File: src/rtl/id_hazard_scheduler_pkg.sv
// Shared decode-stage definitions: shadow entry layout, scheduler states,
// register-file geometry and the busy-mask decode helper.
package id_hazard_scheduler_pkg;

    localparam int NUM_REGS = 8;
    localparam int REG_W    = 3;

    // One in-flight writer as seen from ID.
    typedef struct packed {
        logic             v;
        logic             we;
        logic [REG_W-1:0] rd;
    } shadow_entry_t;

    localparam shadow_entry_t SHADOW_BUBBLE = '{v: 1'b0, we: 1'b0, rd: {REG_W{1'b0}}};

    typedef enum logic [1:0] {
        ST_RUN   = 2'd0,
        ST_DRAIN = 2'd1,
        ST_HALT  = 2'd2
    } state_e;

    // One-hot destination of an entry, empty when the entry is not a live writer.
    function automatic logic [NUM_REGS-1:0] entry_mask(input shadow_entry_t e);
        logic [NUM_REGS-1:0] mask;
        mask = {NUM_REGS{1'b0}};
        if (e.v && e.we) begin
            mask[e.rd] = 1'b1;
        end else begin
            mask = {NUM_REGS{1'b0}};
        end
        return mask;
    endfunction

endpackage

File: src/rtl/id_hazard_scheduler_if.sv
// ID-stage issue bus between the decode/control logic and the scheduler.
interface id_hazard_scheduler_if
    import id_hazard_scheduler_pkg::*;
#(
    parameter int NUM_REGS = id_hazard_scheduler_pkg::NUM_REGS,
    parameter int REG_W    = id_hazard_scheduler_pkg::REG_W
);
    logic                id_valid;
    logic [REG_W-1:0]    id_rs;
    logic [REG_W-1:0]    id_rt;
    logic                id_reads_rs;
    logic                id_reads_rt;
    logic                id_wr_en;
    logic [REG_W-1:0]    id_wr_reg;
    logic                id_dump;
    logic                freeze;
    logic                flush;
    logic                stall_id;
    logic                issue;
    logic                halt;
    logic [NUM_REGS-1:0] busy_mask;

    modport master (
        output id_valid, id_rs, id_rt, id_reads_rs, id_reads_rt,
               id_wr_en, id_wr_reg, id_dump, freeze, flush,
        input  stall_id, issue, halt, busy_mask
    );

    modport slave (
        input  id_valid, id_rs, id_rt, id_reads_rs, id_reads_rt,
               id_wr_en, id_wr_reg, id_dump, freeze, flush,
        output stall_id, issue, halt, busy_mask
    );
endinterface

File: src/rtl/id_hazard_scheduler_shadow_match.sv
// Compares one source specifier against one in-flight writer entry.
module shadow_match
    import id_hazard_scheduler_pkg::*;
(
    input  logic [REG_W-1:0] spec_i,
    input  shadow_entry_t    entry_i,
    output logic             hit_o
);
    assign hit_o = entry_i.v & entry_i.we & (entry_i.rd == spec_i);
endmodule

File: src/rtl/id_hazard_scheduler.sv
// Decode-stage issue controller: RAW stall against the EX/MEM writers,
// three-deep writer shadow, and the dump/halt drain sequence.
module id_hazard_scheduler
    import id_hazard_scheduler_pkg::*;
#(
    parameter int NUM_REGS = id_hazard_scheduler_pkg::NUM_REGS,
    parameter int REG_W    = id_hazard_scheduler_pkg::REG_W
)(
    input  logic                  clk,
    input  logic                  rst,
    id_hazard_scheduler_if.slave  bus
);
    shadow_entry_t ex_q, ex_d, mem_q, mem_d, wb_q, wb_d;
    state_e        state_q, state_d;

    logic hit_rs_ex_s, hit_rs_mem_s, hit_rt_ex_s, hit_rt_mem_s;
    logic haz_s, run_s, issue_s, stall_s;
    logic [NUM_REGS-1:0] busy_s;

    // WB is not searched: the register file forwards same-cycle writes.
    shadow_match u_rs_ex  (.spec_i(bus.id_rs), .entry_i(ex_q),  .hit_o(hit_rs_ex_s));
    shadow_match u_rs_mem (.spec_i(bus.id_rs), .entry_i(mem_q), .hit_o(hit_rs_mem_s));
    shadow_match u_rt_ex  (.spec_i(bus.id_rt), .entry_i(ex_q),  .hit_o(hit_rt_ex_s));
    shadow_match u_rt_mem (.spec_i(bus.id_rt), .entry_i(mem_q), .hit_o(hit_rt_mem_s));

    // Hazard detection and the combinational issue/stall decision.
    always_comb begin
        haz_s   = (bus.id_reads_rs & (hit_rs_ex_s | hit_rs_mem_s))
                | (bus.id_reads_rt & (hit_rt_ex_s | hit_rt_mem_s));
        run_s   = (state_q == ST_RUN);
        issue_s = bus.id_valid & ~haz_s & ~bus.freeze & ~bus.flush & run_s;
        // A flush redirects fetch, so a RAW stall is pointless then; freeze and
        // the drain states still hold ID because flush cannot override them.
        stall_s = ~run_s | bus.freeze | (bus.id_valid & haz_s & ~bus.flush);
    end

    // Shadow advance: the issued instruction or a bubble enters EX; freeze holds all.
    always_comb begin
        ex_d  = ex_q;
        mem_d = mem_q;
        wb_d  = wb_q;
        if (bus.freeze) begin
            ex_d  = ex_q;
            mem_d = mem_q;
            wb_d  = wb_q;
        end else begin
            if (issue_s) begin
                ex_d = '{v: 1'b1, we: bus.id_wr_en, rd: bus.id_wr_reg};
            end else begin
                ex_d = SHADOW_BUBBLE;
            end
            mem_d = ex_q;
            wb_d  = mem_q;
        end
    end

    // Scheduler next state: dump issue starts the drain, empty shadow ends it.
    always_comb begin
        state_d = state_q;
        case (state_q)
            ST_RUN: begin
                if (issue_s && bus.id_dump) begin
                    state_d = ST_DRAIN;
                end else begin
                    state_d = ST_RUN;
                end
            end
            ST_DRAIN: begin
                // Nothing issues in DRAIN, so with EX and MEM empty the WB entry
                // retires on this edge and the shadow is empty afterwards.
                if (!bus.freeze && !ex_q.v && !mem_q.v) begin
                    state_d = ST_HALT;
                end else begin
                    state_d = ST_DRAIN;
                end
            end
            ST_HALT: begin
                state_d = ST_HALT;
            end
            default: begin
                state_d = ST_RUN;
            end
        endcase
    end

    // Shadow and state registers with asynchronous active-low reset.
    always_ff @(posedge clk or negedge rst) begin
        if (!rst) begin
            ex_q    <= SHADOW_BUBBLE;
            mem_q   <= SHADOW_BUBBLE;
            wb_q    <= SHADOW_BUBBLE;
            state_q <= ST_RUN;
        end else begin
            ex_q    <= ex_d;
            mem_q   <= mem_d;
            wb_q    <= wb_d;
            state_q <= state_d;
        end
    end

    // Busy mask: destinations of every live writer in the shadow.
    always_comb begin
        busy_s = entry_mask(ex_q) | entry_mask(mem_q) | entry_mask(wb_q);
    end

    assign bus.issue     = issue_s;
    assign bus.stall_id  = stall_s;
    assign bus.halt      = (state_q == ST_HALT);
    assign bus.busy_mask = busy_s;

endmodule

File: src/flat_wrapper.sv
// flat-port wrapper written by rule: the top's interface ports become plain ports
module id_hazard_scheduler_flat import id_hazard_scheduler_pkg::*;
#(
    parameter int NUM_REGS = id_hazard_scheduler_pkg::NUM_REGS,
    parameter int REG_W    = id_hazard_scheduler_pkg::REG_W
)
  (clk, rst, bus_id_valid, bus_id_rs, bus_id_rt, bus_id_reads_rs, bus_id_reads_rt, bus_id_wr_en, bus_id_wr_reg, bus_id_dump, bus_freeze, bus_flush, bus_stall_id, bus_issue, bus_halt, bus_busy_mask);
  id_hazard_scheduler_if #(.NUM_REGS(NUM_REGS), .REG_W(REG_W)) bus_i ();
  input  logic clk;
  input  logic rst;
  input wire logic [$bits(bus_i.id_valid)-1:0] bus_id_valid;
  input wire logic [$bits(bus_i.id_rs)-1:0] bus_id_rs;
  input wire logic [$bits(bus_i.id_rt)-1:0] bus_id_rt;
  input wire logic [$bits(bus_i.id_reads_rs)-1:0] bus_id_reads_rs;
  input wire logic [$bits(bus_i.id_reads_rt)-1:0] bus_id_reads_rt;
  input wire logic [$bits(bus_i.id_wr_en)-1:0] bus_id_wr_en;
  input wire logic [$bits(bus_i.id_wr_reg)-1:0] bus_id_wr_reg;
  input wire logic [$bits(bus_i.id_dump)-1:0] bus_id_dump;
  input wire logic [$bits(bus_i.freeze)-1:0] bus_freeze;
  input wire logic [$bits(bus_i.flush)-1:0] bus_flush;
  output wire logic [$bits(bus_i.stall_id)-1:0] bus_stall_id;
  output wire logic [$bits(bus_i.issue)-1:0] bus_issue;
  output wire logic [$bits(bus_i.halt)-1:0] bus_halt;
  output wire logic [$bits(bus_i.busy_mask)-1:0] bus_busy_mask;
  assign bus_i.id_valid = bus_id_valid;
  assign bus_i.id_rs = bus_id_rs;
  assign bus_i.id_rt = bus_id_rt;
  assign bus_i.id_reads_rs = bus_id_reads_rs;
  assign bus_i.id_reads_rt = bus_id_reads_rt;
  assign bus_i.id_wr_en = bus_id_wr_en;
  assign bus_i.id_wr_reg = bus_id_wr_reg;
  assign bus_i.id_dump = bus_id_dump;
  assign bus_i.freeze = bus_freeze;
  assign bus_i.flush = bus_flush;
  assign bus_stall_id = bus_i.stall_id;
  assign bus_issue = bus_i.issue;
  assign bus_halt = bus_i.halt;
  assign bus_busy_mask = bus_i.busy_mask;
  id_hazard_scheduler #(.NUM_REGS(NUM_REGS), .REG_W(REG_W)) u_core (.clk(clk), .rst(rst), .bus(bus_i));
endmodule
File: config.mk
export PLATFORM = sky130hd
export DESIGN_NAME = id_hazard_scheduler_flat
export DESIGN_NICKNAME = d
export VERILOG_FILES = /design/src/rtl/id_hazard_scheduler_pkg.sv /design/src/rtl/id_hazard_scheduler_if.sv /design/src/rtl/id_hazard_scheduler_shadow_match.sv /design/src/rtl/id_hazard_scheduler.sv /design/src/flat_wrapper.sv
export SDC_FILE = /design/constraint.sdc
export NUM_CORES = 1
export LEC_CHECK = 0
export CAP_MARGIN = 20
export CORE_ASPECT_RATIO = 1.4
export CORE_MARGIN = 2
export CORE_UTILIZATION = 50
export CTS_CLUSTER_SIZE = 12
export DETAILED_ROUTE_END_ITERATION = 8
export PLACE_DENSITY = 0.85
export SETUP_SLACK_MARGIN = 0.3
export SYNTH_ARGS = -nofsm -noshare
export SYNTH_HDL_FRONTEND = slang
export SYNTH_HIERARCHICAL = 1
export SYNTH_SLANG_ARGS = --single-unit
File: constraint.sdc
create_clock -name clk -period 2.63 [get_ports clk]
set_input_delay 0.526 -clock clk [delete_from_list [all_inputs] [get_ports clk]]
set_output_delay 0.526 -clock clk [all_outputs]
set_load 0.01 [all_outputs]
==> results of run 1 <==
==> per-layer routing <==
layer  vias to the layer above  global-route usage (%)  part of all wire (%)
met5                         -                       0                     0
met4                         0                    11.7                   1.7
met3                         6                    3.32                   4.2
met2                        30                    38.9                    55
met1                       466                    28.6                    39
li1                        481                       -                     -
==> layout by cell type, fill, tap and decap left out, types with 2 or more instances in the layout <==
cell type and instances:
sky130_fd_sc_hd__a21o_1 3, sky130_fd_sc_hd__a22o_1 5, sky130_fd_sc_hd__a32oi_1 2, sky130_fd_sc_hd__and3b_1 2, sky130_fd_sc_hd__buf_4 10, sky130_fd_sc_hd__clkbuf_4 3, sky130_fd_sc_hd__clkdlybuf4s50_1 12, sky130_fd_sc_hd__dfrtp_1 10
sky130_fd_sc_hd__dfrtp_2 7, sky130_fd_sc_hd__dlygate4sd2_1 12, sky130_fd_sc_hd__dlymetal6s2s_1 2, sky130_fd_sc_hd__mux2_2 10, sky130_fd_sc_hd__nand2_1 15, sky130_fd_sc_hd__nand2b_1 3, sky130_fd_sc_hd__nand3_1 4, sky130_fd_sc_hd__nor2_1 2
sky130_fd_sc_hd__nor2b_1 4, sky130_fd_sc_hd__nor3_1 2, sky130_fd_sc_hd__nor4_2 4, sky130_fd_sc_hd__o21ai_1 2, sky130_fd_sc_hd__or3b_1 2, sky130_fd_sc_hd__xor2_1 11
==> worst max path at each step <==
stage | slack (ps) | end | startpoint
5_1_grt | 270 | bus_stall_id | bus_id_rs[0]
6_report | 330 | bus_stall_id | bus_id_rs[0]
2_1_floorplan | 720 | bus_issue | bus_id_rs[0]
4_1_cts | 180 | bus_issue | bus_id_rt[2]
3_5_place_dp | -280 | bus_stall_id | bus_id_rs[1]
3_3_place_gp | -250 | bus_stall_id | bus_id_rs[0]
==> critical path: stages <==
cell,delay (ps)
sky130_fd_sc_hd__dlygate4sd2_1,270
sky130_fd_sc_hd__xor2_1,170
sky130_fd_sc_hd__nor4_2,300
sky130_fd_sc_hd__o21ai_1,140
sky130_fd_sc_hd__a21o_1,200
sky130_fd_sc_hd__nand2_1,60
sky130_fd_sc_hd__clkbuf_2,120
==> Yosys cell counts (2+ instances only) <==
cell type / number
sky130_fd_sc_hd__a21o_1: 3
sky130_fd_sc_hd__and3b_1: 2
sky130_fd_sc_hd__xor2_1: 12
sky130_fd_sc_hd__or3b_1: 2
sky130_fd_sc_hd__nor3_1: 2
sky130_fd_sc_hd__nand2_1: 15
sky130_fd_sc_hd__nor3b_1: 2
sky130_fd_sc_hd__buf_6: 2
sky130_fd_sc_hd__nor4_2: 4
sky130_fd_sc_hd__mux2_2: 10
sky130_fd_sc_hd__dfrtp_1: 17
sky130_fd_sc_hd__a22o_1: 5
sky130_fd_sc_hd__nor2b_1: 4
sky130_fd_sc_hd__nor2_1: 2
sky130_fd_sc_hd__a32oi_1: 2
sky130_fd_sc_hd__nand2b_1: 3
sky130_fd_sc_hd__o21ai_0: 2
sky130_fd_sc_hd__nand3_1: 4
==> kinds of logic (layout without fill, tap and decap cells) <==
| kind of cell | Yosys count | count (layout) |
|---|---|---|
| compound gates | 19 | 19 |
| xor+xnor | 12 | 12 |
| buf+inv | 4 | 44 |
| flops | 17 | 17 |
| mux | 10 | 10 |
| simple gates | 46 | 46 |
==> cell type report <==
class	count	area (um^2)
Multi-Input combinational cell	87	672
Sequential cell	17	434
Inverter	1	3.75
Clock buffer	3	22.5
Tap cell	22	27.5
Clock inverter	1	5.00
Timing Repair Buffer	39	355
Fill cell	174	632
==> sequential cells by signal, indices dropped and copies added (netlist names) <==
signal and flops:
u_core/mem_q 5, u_core/wb_q 5, u_core/state_q 2, u_core/ex_q 5
==> metrics by stage <==
step	hold slack (ps)	util (%)
after floorplan	230	-
after global placement	509	66.2
after detailed placement	518	66.2
after CTS	540	68.3
after global routing	586	70.6
final	538	70.6
==> repair_timing <==
action	4_1_cts	5_1_grt
pin swaps	3	8
setup endpoints to repair	10	3
resized for setup	23	10
setup buffers	3	4
==> power groups by stage <==
| stage | combinational (mW) | clock [mW] | sequential, mW |
|---|---|---|---|
| floorplan | 0.118 | 0 | 0.354 |
| CTS | 0.208 | 0.142 | 0.361 |
| global placement | 0.197 | 0 | 0.365 |
| finish | 0.225 | 0.138 | 0.361 |
| detailed placement | 0.204 | 0 | 0.369 |
| global route | 0.246 | 0.161 | 0.369 |
==> results list, run 1 <==
- Start-to-end type of the worst setup path: input port to output pin
* Internal power: 0.486 mW
* Core area: 0.00215 mm^2
- In the final routed layout, each cell accounts on average for 15.9 um.
* Final instance area: 0.00152 mm^2
- The repair_antennas step left the layout with diodes totalling 0.
- Share of the cycle needed by the critical path after routing: 87.3%
- Remaining Overflow, GRT: 0
- Detailed routing inserted a total of 983 vias.
- STA classifies the critical path endpoint as an output pin.
* Max Cap Violations: 0
- Leading area contributor after synthesis: sky130_fd_sc_hd__dfrtp_1
* Die Wd: 43.9 um
- The via count of the first global-routing pass was 1,012.
- Post-Syn Nets: 126
- Max Clk Rate: 0.435 GHz
- Remaining antenna violation count after routing: 0
- In this run the worst path has a maximum fanout of 2.
- Vertical die dimension: 59.9 um
* TritonCTS clock tree: built
* Clock skew after layout: 1.61 ps
* Power share of the clock group: 19.1%
- Xor/xnor cell area share of the yosys netlist: 9.43%
- DRC errors left: 0
- Number of clock sinks seen by CTS: 17
- The pre-antenna-repair detailed-routing pass consisted of 4 iterations.
- Worst IR drop on VDD: 0.000350 V
- Layout net count: 167
* Final setup fails: 0
- The worst hold path terminates at u_core/wb_q[4].
* Number of instances in the placed design: 159
* Required time of the critical path: 2100 ps
- Relative to the synthesized area, the layout overhead comes to 36.4%.
* Hold path startpoint: u_core/wb_q[4]
- Yosys attributes the largest share of cell area to sky130_fd_sc_hd__dfrtp_1 (38%), sky130_fd_sc_hd__mux2_2 (10%), sky130_fd_sc_hd__xor2_1 (9.4%).
- The clock reaches the later pin of the worst-skew pair after 290 ps.
- The synthesized netlist devotes 26.0% of its cell area to simple gates.
* Slew headroom: 51.1%
- Fin. max-slew vios: 0
- Number of standard cells in the final layout excluding fillers: 170
- The design draws 0.725 mW.
- Sequential cells were found to cover 38.2% of the synthesized design area.
- Summed over all nets, the switching power comes to 0.239 mW.
* Initial antenna violation count: 0
- Entering global routing, the biggest net connects 18 pins.
- STA classifies the critical path startpoint as an input port.
- In the routed layout, each cell is associated on average with a via count of 5.78.
- Mapped cell area: 0.00111 mm^2
- For this design the top-level I/O count stands at 29.
- At the worst endpoint, the arrival time is 1770 ps.
* Actual transition at the worst max-transition pin: 731 ps
* Worst reg2reg path endpoint: u_core/state_q[0]
- Measured in cells, the most critical reg-to-reg path has a length of 7.
* Number of cell rows: 20
* Synthesized flop and latch total: 17
- During synthesis, Yosys emitted a total of 6 warnings.
- Multiplexer fraction of the synthesized cell area: 10.1%
* Count of flip-flops with a built-in enable after synthesis: 0
- The clock period could shrink to 2300 ps.
- Final hold violation count: 0
- PwrDens: 477 mW/mm^2
- Status: finished clean
- Of the post-synthesis cell area, the dominant cell type holds 38.2%.
- Wire length of the first global-routing pass: 4490 um
- Counting instances, the worst hold path has a depth of 1.
* Worst slack at placement: -281 ps
- The longest clock path from root to sink contains 2 buffers.
- The synthesized netlist devotes 0% of its cell area to adder and majority cells.
* Number of different library cells in the post-synthesis netlist: 33
* Gate count of the mapped netlist: 108
- Clock tree synthesis inserted a total of 3 buffers.
- For this run, asynchronously set or reset flops after synthesis account for 100%.
- Global routing used 23.2% of the available tracks.
- Adding up every negative setup slack in the final design gives 0 ps.
- DRT iter0 DRCs: 12
- In this run the worst hold path is classified as flop to flop.
* Overall die area: 0.00263 mm^2
- Averaged over all synthesized cells, the footprint is 10.3 um^2.
- Clock-pin slew was measured on the worst setup and hold paths at 100 ps.
- Setup slack on the worst reg-to-reg path comes out at 750 ps.
- The number of hold buffers added after CTS was 0.
- Ratio of cells with drive above 1 in the final layout: 29.1%
* Unrepaired setup endpoints after global routing: false
* RePlAce Congestion: 0.824
* Most frequently used flop master after synthesis: sky130_fd_sc_hd__dfrtp_1
* Starting utilization of the core area: 51.8%
- Combinational logic is responsible for 31.1% of the overall power.
- Count of buffers from port buffering: 28
- Critical register-to-register path startpoint: u_core/mem_q[0]
* Share of the synthesized area in compound gates (AO/OA/AOI/OAI): 13.5%
- The tree is rooted in a sky130_fd_sc_hd__clkbuf_4.
- Placed wire-length estimate after detailed placement: 1990 um
- Leak Pwr: 0.742 nW
- In this run switching power makes up 33.0% of total power.
- In this run the number of H-tree levels came out at 1.
* Main combinational cell family by area after synthesis: simple AND/OR/NAND/NOR gates
- The final layout contains routed wiring with a total length of 2710 um.
- Cell area after placement: 0.00143 mm^2
- In this run, flip-flops and latches consume 49.9% of the power.
- After layout, the worst setup slack is 334 ps.
(Power assumes the default switching activity.)
==> run 2: changes to the inputs <==
Settings changed: CORE_MARGIN 2 to not set.
==> results list, run 2 (synthesized netlist as in run 1, its figures left out) <==
- Final Routed Wirelength: 2920 um (+7.7%)
- Kind of start point of the critical path: input port
- The H-tree depth came to 1 (unchanged).
- Initial antenna violation count: 0 (unchanged)
* Area of the multi-input gates: 672 um^2 (unchanged)
- TritonCTS clock tree: built
* Vias per cell: 6.10 (+5.5%)
- Count of buffers from port buffering: 28 (unchanged)
- Overall die area: 0.00243 mm^2 (-7.7%)
- The width of the chip was 41.9 um (-4.6%).
- Layout net count: 170 (+1.8%)
* Clock skew after layout: 2.94 ps (+1.33 ps)
- Leak Pwr: 0.764 nW (+3.0%)
- Hold-fix buffer count after cts: 0 (unchanged)
- Crit path time final: 2390 ps (+90.8 ps)
- The critical path required time was 2100 ps (about the same).
- The maximum clock path buffer count came to 2 (unchanged).
* Actual transition at the worst max-transition pin: 713 ps (-18.2 ps)
* Crit path max fanout: 2 (unchanged)
* Hold Slack: 543 ps (+5.17 ps)
- Ratio of cells with drive above 1 in the final layout: 30.5% (+1.4 points)
- Share of the cycle needed by the critical path after routing: 90.8% (+3.5 points)
* Ant. Diodes: 0 (unchanged)
* CP endpoint kind: output pin
* Status: finished clean
- Register cell area after layout: 434 um^2 (unchanged)
* Hold Path Depth: 1 (unchanged)
- The area of the placeable core was 0.00202 mm^2 (-6.1%).
- The remaining number of nets flagged by the antenna check after routing is 0 (unchanged).
- The number of buffers added by the clock tree synthesis step is 3 (unchanged).
- The length in cells of the worst reg-to-reg path is 8 (+1).
- Start point of the critical path: bus_id_rt[2]
- Leading cell type in the layout, fill and taps excluded: sky130_fd_sc_hd__nand2_1
- Remaining Overflow, GRT: 0 (unchanged)
* Number of clock sinks seen by CTS: 17 (unchanged)
* Insertion delay to the later sink of the worst-skew pair: 290 ps (about the same)
- Number of filler instances in the final layout: 126 (-28%)
- The die height came to 57.9 um (-3.3%).
- Max Clk Rate: 0.419 GHz (-3.8%)
- Fin. max-slew vios: 0 (unchanged)
* Start-to-end type of the worst setup path: input port to output pin
* Final setup fails: 0 (unchanged)
* Wire length of the first global-routing pass: 4730 um (+5.4%)
* Starting utilization of the core area: 55.2% (+3.4 points)
- Final hold violation count: 0 (unchanged)
* Wire length per cell: 17.0 um (+6.5%)
- The half-perimeter wire length of the detailed placement result is 1990 um (about the same).
- DRT iter0 DRCs: 14 (+2)
- The library cells used most frequently in the layout, excluding fill and tap cells, are sky130_fd_sc_hd__nand2_1 (15), sky130_fd_sc_hd__clkdlybuf4s50_1 (14), sky130_fd_sc_hd__buf_4 (12), sky130_fd_sc_hd__xor2_1 (12).
* Number of cell rows: 19 (-5.0%)
- The aggregate global-route resource usage was 25.6% (+2.4 points).
- Number of global-route vias before repair: 1,082 (+6.9%)
- The largest registers in the layout are u_core/ex_q (5), u_core/mem_q (5), u_core/wb_q (5).
- Number of instances in the placed design: 158 (-0.63%)
* Worst R2R Setup Slack: 670 ps (-80 ps)
* Vias after detailed routing: 1,049 (+6.7%)
- The endpoint identified for the worst register-to-register timing path is u_core/state_q[0].
- Worst Hold End: u_core/wb_q[1]
- The count of TritonRoute iterations in the first routing pass is 5 (+1).
- Unrepaired setup endpoints after global routing: true
- RePlAce Congestion: 0.930 (+13%)
- Type of the most critical hold path: flop to flop
- Number of standard cells in the final layout excluding fillers: 172 (+1.2%)
- The worst slew slack as a fraction of its limit is 52.3% (+1.2 points).
* Worst IR drop on VDD: 0.000496 V (+42%)
- The number of top-level pins was 29 (unchanged).
* PwrDens: 476 mW/mm^2 (-0.21%)
- The worst path arrival time came to 1860 ps (+90 ps).
- The area growth from synthesis to layout is 39.3%.
- Critical register-to-register path startpoint: u_core/mem_q[1]
- Clock Pin Slew Worst Setup and Hold Paths: 90 ps (about the same)
- The remaining design rule violation count is 0 (unchanged).
* Clock root cell: sky130_fd_sc_hd__clkbuf_4
* Max Cap Violations: 0 (unchanged)
- Hold path startpoint: u_core/wb_q[1]
- The pin count of the biggest net entering global routing is 18 (unchanged).
==> run 2: changes by cell type in the layout (fill, tap and decap cells not counted), sizes merged <==
cell and change:
buf +3, dlygate4sd2 -5, clkdlybuf4s50 +2, dlymetal6s2s +1, clkinv -1, clkdlybuf4s15 +2, clkbuf +1
==> run 2: timing repair <==
action / CTS / global route
pin swaps: 4 / 3
setup buffers: 5 / 5
resized for setup: 26 / 9
setup endpoints to repair: 9 / 6
cloned: 0 / 0
==> run 2: metal layers <==
layer | vias to the layer above | track usage (%) | wire length, um
met4 | 0 | 12.4 | 87
met5 | - | 0 | 0
met3 | 10 | 4.05 | 136
met2 | 46 | 46.9 | 1630
li1 | 488 | - | -
met1 | 505 | 28.5 | 1070
==> run 2: power breakdown <==
| group | switching (mW) | internal (mW) |
|---|---|---|
| clock | 0.0781 | 0.0590 |
| sequential | 0.0602 | 0.303 |
| combinational | 0.106 | 0.133 |
| total | 0.244 | 0.495 |
==> run 2: critical path, cell delays in order <==
cell and delay [ps]:
sky130_fd_sc_hd__clkdlybuf4s50_1 510, sky130_fd_sc_hd__xor2_1 190, sky130_fd_sc_hd__nor4_2 60, sky130_fd_sc_hd__o21ai_1 200
sky130_fd_sc_hd__and4b_1 250, sky130_fd_sc_hd__clkbuf_2 140
==> run 2: area by class of cell <==
| type | instances | area share (%) |
|---|---|---|
| Multi-Input combinational cell | 87 | 43.3 |
| Sequential cell | 17 | 28.0 |
| Tap cell | 21 | 1.69 |
| Clock buffer | 4 | 1.69 |
| Inverter | 1 | 0.242 |
| Timing Repair Buffer | 42 | 25.1 |
==> run 2: worst max-delay path by stage <==
| stage | cells past startpoint | endpoint | slack [ps] |
|---|---|---|---|
| 2_1_floorplan | 5 | bus_issue | 720 |
| 3_3_place_gp | 7 | bus_stall_id | -230 |
| 3_5_place_dp | 6 | bus_issue | -300 |
| 4_1_cts | 6 | bus_issue | 130 |
| 5_1_grt | 8 | bus_stall_id | 160 |
| 6_report | 6 | bus_issue | 240 |
==> run 2: metrics by stage <==
stage	power, mW	setup WS, ps	setup TNS [ps]	utilization (%)	instance area (um^2)
finish	0.739	243	0	76.8	1550
global placement	0.562	-225	-432	70.5	1420
CTS	0.718	127	0	73.7	1490
global route	0.776	160	0	76.8	1550
floorplan	0.471	723	0	-	1110
detailed placement	0.571	-302	-588	70.5	1420
